## config.mk

```make
export PLATFORM = sky130hd
export DESIGN_NAME = regfile_scoreboard
export DESIGN_NICKNAME = d
export VERILOG_FILES = /design/src/rtl/regfile_scoreboard.sv
export SDC_FILE = /design/constraint.sdc
export NUM_CORES = 2
export LEC_CHECK = 0
export CAP_MARGIN = 20
export CORE_MARGIN = 5
export CORE_UTILIZATION = 45
export CTS_BUF_LIST = sky130_fd_sc_hd__clkbuf_4
export DETAILED_ROUTE_END_ITERATION = 6
export SLEW_MARGIN = 25
export SYNTH_ARGS = -nofsm -noshare
export SYNTH_HDL_FRONTEND = slang
export SYNTH_SLANG_ARGS = --single-unit
```

## constraint.sdc

```tcl
create_clock -name clk -period 5.45 [get_ports clk]
set_input_delay 1.09 -clock clk [delete_from_list [all_inputs] [get_ports clk]]
set_output_delay 1.09 -clock clk [all_outputs]
set_load 0.005 [all_outputs]
```

## src/rtl/regfile_scoreboard.sv

```systemverilog
// Decode-stage register file: NREAD combinational read ports with write-through bypass,
// one writeback port, and a per-register pending-write counter for RAW/WAW stalls.
module regfile_scoreboard #(
    parameter int WORD     = 32,
    parameter int REG_SIZE = 5,
    parameter int NREAD    = 2,
    parameter int MAX_PEND = 3
) (
    input  logic                      clk,
    input  logic                      reset,
    input  logic [NREAD*REG_SIZE-1:0] raddr,
    input  logic [NREAD-1:0]          rvalid,
    output logic [NREAD*WORD-1:0]     rdata,
    input  logic                      issue_valid,
    input  logic                      issue_wr,
    input  logic [REG_SIZE-1:0]       issue_rd,
    output logic                      stall,
    input  logic                      wb_en,
    input  logic [REG_SIZE-1:0]       wb_addr,
    input  logic [WORD-1:0]           wb_data,
    output logic                      pend_any,
    output logic                      err
);
    localparam int REG_COUNT = 2**REG_SIZE;
    localparam int CNT_W     = $clog2(MAX_PEND + 1);
    localparam logic [CNT_W-1:0] CNT_MAX = CNT_W'(MAX_PEND);
    localparam logic [CNT_W-1:0] CNT_ONE = CNT_W'(1);

    logic [WORD-1:0]  grf [REG_COUNT];
    logic [CNT_W-1:0] cnt [REG_COUNT];
    logic [NREAD-1:0] hazard;
    logic             wb_live;
    logic             rd_full;
    logic             inc;
    logic             dec;

    // Issue handshake: decode holds issue_valid with its operands; the instruction is
    // taken in the cycle where issue_valid=1 and stall=0, otherwise it must be re-presented.
    assign wb_live = wb_en && (wb_addr != '0);
    assign dec     = wb_live && (cnt[wb_addr] != '0);
    assign rd_full = issue_wr && (issue_rd != '0) && (cnt[issue_rd] == CNT_MAX);
    assign stall   = issue_valid && ((|hazard) || rd_full);
    assign inc     = issue_valid && !stall && issue_wr && (issue_rd != '0);

    for (genvar i = 0; i < NREAD; i++) begin : g_rd
        logic [REG_SIZE-1:0] ra;
        logic                bypass;
        assign ra     = raddr[i*REG_SIZE +: REG_SIZE];
        assign bypass = wb_en && (wb_addr == ra);
        assign rdata[i*WORD +: WORD] = (ra == '0) ? '0 : (bypass ? wb_data : grf[ra]);
        // The last outstanding write landing this cycle is forwarded, so it is not a hazard.
        assign hazard[i] = rvalid[i] && (ra != '0) && (cnt[ra] != '0)
                           && !((cnt[ra] == CNT_ONE) && bypass);
    end

    always_comb begin
        pend_any = 1'b0;
        for (int r = 0; r < REG_COUNT; r++) begin
            pend_any = pend_any | (cnt[r] != '0);
        end
    end

    always_ff @(posedge clk) begin
        if (!reset) begin
            for (int r = 0; r < REG_COUNT; r++) begin
                grf[r] <= '0;
                cnt[r] <= '0;
            end
            err <= 1'b0;
        end else begin
            if (wb_live) begin
                grf[wb_addr] <= wb_data;
            end
            if (wb_live && (cnt[wb_addr] == '0)) begin
                err <= 1'b1;
            end
            if (!(inc && dec && (issue_rd == wb_addr))) begin
                if (inc) begin
                    cnt[issue_rd] <= cnt[issue_rd] + CNT_ONE;
                end
                if (dec) begin
                    cnt[wb_addr] <= cnt[wb_addr] - CNT_ONE;
                end
            end
        end
    end
endmodule

```

Word-level counts from Yosys, hierarchy flattened
Memory sizes are Yosys's and may differ from the RTL's.
Index checks and enable logic that the tools add are counted.
{"block": "op_classes", "reduce_logical": 71, "addsub": 2, "bitwise_logic": 31, "n_eq_ne": 6, "muxes": 25}
{"cell": "$mux 32", "n": 5}
{"cell": "$reduce_bool 2->1", "n": 35}
{"cell": "$reduce_or 32->1", "n": 1}
{"cell": "$or 1x1->1", "n": 31}
{"cell": "$logic_and 1x1->1", "n": 21}
{"cell": "$reduce_bool 5->1", "n": 4}
{"cell": "$eq 5x5->1", "n": 3}
{"cell": "$mux 1", "n": 15}
{"cell": "$mux 5", "n": 3}
{"cell": "$logic_not 5->1", "n": 2}
{"cell": "$reduce_or 2->1", "n": 3}
{"cell": "$eq 2x1->1 const B", "n": 2}
{"cell": "$mux 2", "n": 2}
{"cell": "$logic_not 1->1", "n": 3}
{"cell": "$add 2x1->2 const B", "n": 1}
{"cell": "$eq 2x2->1 const B", "n": 1}
{"cell": "$logic_not 2->1", "n": 1}
{"cell": "$sub 2x1->2 const B", "n": 1}
{"cell": "$logic_or 1x1->1", "n": 1}
{"block": "totals", "memories": 2, "word_cells": 138, "in_bits": 59, "regBits": 1, "out_inout_bits": 67, "ram_bits": 1088}
{"memory": "grf", "depth": 32, "word_bits": 32, "rd": 2, "rd_ports_with_merged_regs": 0, "write_ports": 32, "line": "29", "source": "logic [WORD-1:0] grf [REG_COUNT];"}
{"memory": "cnt", "depth": 32, "word_bits": 2, "rd": 36, "rd_ports_with_merged_regs": 0, "write_ports": 32, "line": "30", "source": "logic [CNT_W-1:0] cnt [REG_COUNT];"}

Logic depth before layout (Yosys ltp)
{"block": "logic_depth", "ltp_word": 32, "depth_mapped": 16, "ltp_nobuf": 11}

Least setup slack after synthesis
No wires, ideal clock.
{"block": "synth_timing", "path_type": "input to register", "start": "input port issue_rd[0]", "end": "memory cnt[10][0] in the netlist's numbering, enable pin", "setup_time_ps": 322, "t_required_ps": 5128, "setup_slack_ps": 191, "path_buffers": 5, "t_arrival_ps": 4937, "cell_stages": 13, "cell_sequence": "clkbuf_1 clkbuf_1 clkbuf_1 mux4_2 a22oi_1 nand4_1 ha_1 and4b_1 or4b_4 buf_6 clkbuf_1 or4_1 o211ai_1"}
{"element": "from (decl)", "line": "16", "source": "input logic [REG_SIZE-1:0] issue_rd,"}
{"element": "to (decl)", "line": "30"}

==> reports/qor.yml <==
placement:
  numPortBuffers: 125
  place_hpwl_um: 130000
  dp_slack_ps: 162.6
  placed_cell_area_um2: 66000
  dp.cells: 5614
  place_congestion: 0.9480
cts:
  h-tree-depth: 5
  clk_pin_slew_ps: 60
  clk_path_buf_depth: 4
  cts_setup_buffers: 0
  cts-root-buf: "clkbuf_4"
  cts_tree: "done"
  post_cts_resized: 0
  cts_num_sinks: 1089
  cts_hold_buf: 0
  cts_buffers: 307
  clock_latency_ps: 1230
floorplan:
  die_w_um: 377.6
  core_um2: 133800
  dieArea_um2: 142600
  die_h_um: 377.6
  io_pins: 126
  start_util_pct: 45.45
  row_count: 134
yosys:
  netlist_area_um2: 60810
  synth.top_cell.area_share_pct: 53.73
  ys_async_sr_fraction_pct: 0
  synthTopCellsByCount: "edfxtp_1 (1088), and2_1 (769), mux4_2 (696)"
  synth_largest_area_cell: "edfxtp_1"
  yosysUniqueCellTypes: 63
  ys.flop_type: "edfxtp_1"
  netlist_instances: 3893
  ys_seq_elements: 1089
  yosysWarnings: 0
  syn_area_per_cell_um2: 15.62
  synth_area_leaders: "edfxtp_1 (54%), mux4_2 (26%), and2_1 (7.9%)"
  yosysSeqAreaShare_pct: 53.76
  synth_edf_count: 1088
  yosysMostFrequentCell: "edfxtp_1"
timing:
  slew_violations: 0
  skew_ps: 41.71
  relSlewSlack_pct: 28.22
  layout_setup_ws_ps: 216.4
  worstMarginPinSlew_ps: 1073
  fin_crit_sh_pct: 96.03
  hold_violations: 0
  fmax_mhz: 191.1
  rsz0062_at_grt: "no"
  whs_ps: 230.4
  tns_ps: 0
  min_period_ps: 5234
  setup_viol: 0
drt:
  drtIter0Drc: 5685
  via_count: 40443
  wire_per_inst_um: 35.22
  drc: 0
  drtPass1Iterations: 6
  ant_nets: 0
  drt-vias-per-instance: 6.607
  finalWirelength_um: 215600
worst_setup_path:
  startpoint_type: "flop"
  crit_arrival_ps: 4140
  crit_fanout: 5
  crit_type: "flop to primary output"
  required_ps: 4360
  cp-end-kind: "primary output"
power_and_ir_drop:
  pwr-share-clk_pct: 35.6
  leakage_nw: 24.38
  combPwrFrac_pct: 14.9
  p_seq_share_pct: 49.6
  intPower_mw: 14.75
  power_density_nw_per_um2: 287.9
  power_mw: 20.02
  switching_power_mw: 5.268
  ir_worst_vdd_mv: 0.1950
  swShare_pct: 26.31
status:
  status: "completed"
job:
  max-cap-violations: 0
global_routing:
  grt_pass1_vias: 41329
  gr-total-overflow: 0
  grt_pass1_wl_um: 304600
  grt_max_degree: 124
  grtUsageTotal_pct: 30.25
  grt_antenna_before_repair: 19
final_layout:
  instances_no_fill: 6121
  drive_gt1_share_pct: 34.95
  areaGrowthSynthToFinish_pct: 14.36
  finish.net_count: 4216
  final_area_um2: 69540
  final_core_util_pct: 51.97
min_path:
  hp-class: "input port to flop"
## layout by cell type (no fill, tap or decap), types with 19 or more instances in the layout
master,count
nand2_1,52
conb_1,34
a211oi_1,66
mux2i_1,97
nand2b_1,19
edfxtp_1,1088
mux4_2,696
nor2_4,25
and2_1,769
buf_4,195
nor2_1,94
clkbuf_4,437
o221ai_1,23
buf_12,62
clkdlybuf4s50_1,113
clkinv_1,44
o22ai_1,22
and3_1,225
o21ai_4,31
## routing by layer
layer  vias up  global-route usage [%]  wire length (µm)
met3       536                   6.943             23180
li1      16185                       -                 -
met2      2632                   47.94            102700
met4         2                   12.25              9192
met5         -                       0                13
met1     21088                   40.82             80480
## cells by family (layout without fill, tap and decap cells)
logic type | count (synthesis) | after routing | synth area share [%]
simple gates | 1308 | 1308 | 12.91
fa+ha+maj | 2 | 2 | 0.04115
compound gates | 217 | 217 | 2.691
other cells | 1 | 46 | 0.006167
xor+xnor | 15 | 15 | 0.2161
flops | 1089 | 1089 | 53.76
buf+inv | 466 | 881 | 2.959
mux | 795 | 795 | 27.41
## flip-flops by register name (all words and copies together) (netlist names)
name / flops
cnt: 64
err: 1
grf: 1024
## worst max-delay path, cell delays in order (launching register included)
cell and delay [ps]:
edfxtp_1 640, mux2i_1 130, mux4_2 460, nand3b_1 150, a41oi_1 130, nor3_1 360
nor2_1 110, a21boi_0 340, clkdlybuf4s50_1 590
## layout make-up
cell class                      count  area [µm²]
Tap cell                         1768        2212
Timing Repair Buffer              382        4033
Antenna cell                       12       30.03
Clock buffer                      437        3281
Fill cell                       11091       64260
Clock inverter                     58       226.5
Sequential cell                  1089       32690
Multi-Input combinational cell   2371       27050
Inverter                            4       15.01
## final timing paths
kind              start          to  slack [ps]  depth (start not counted)
max          cnt[18][1]       stall         220                          8
min               reset         err         230                          3
max reg2reg  cnt[26][0]  cnt[23][0]        1370                          9
min reg2reg         err         err         570                          2
## power by group through the flow
stage	Clock (mW)	Combinational [mW]	Sequential (mW)
6_report	7.12	2.97	9.93
5_1_grt	7.72	3.08	9.97
4_1_cts	7.24	2.96	9.92
3_5_place_dp	0	2.96	10.1
3_3_place_gp	0	2.94	10.1
2_1_floorplan	0	1.74	10.0
Note: power is estimated with default switching activity, not from simulation.
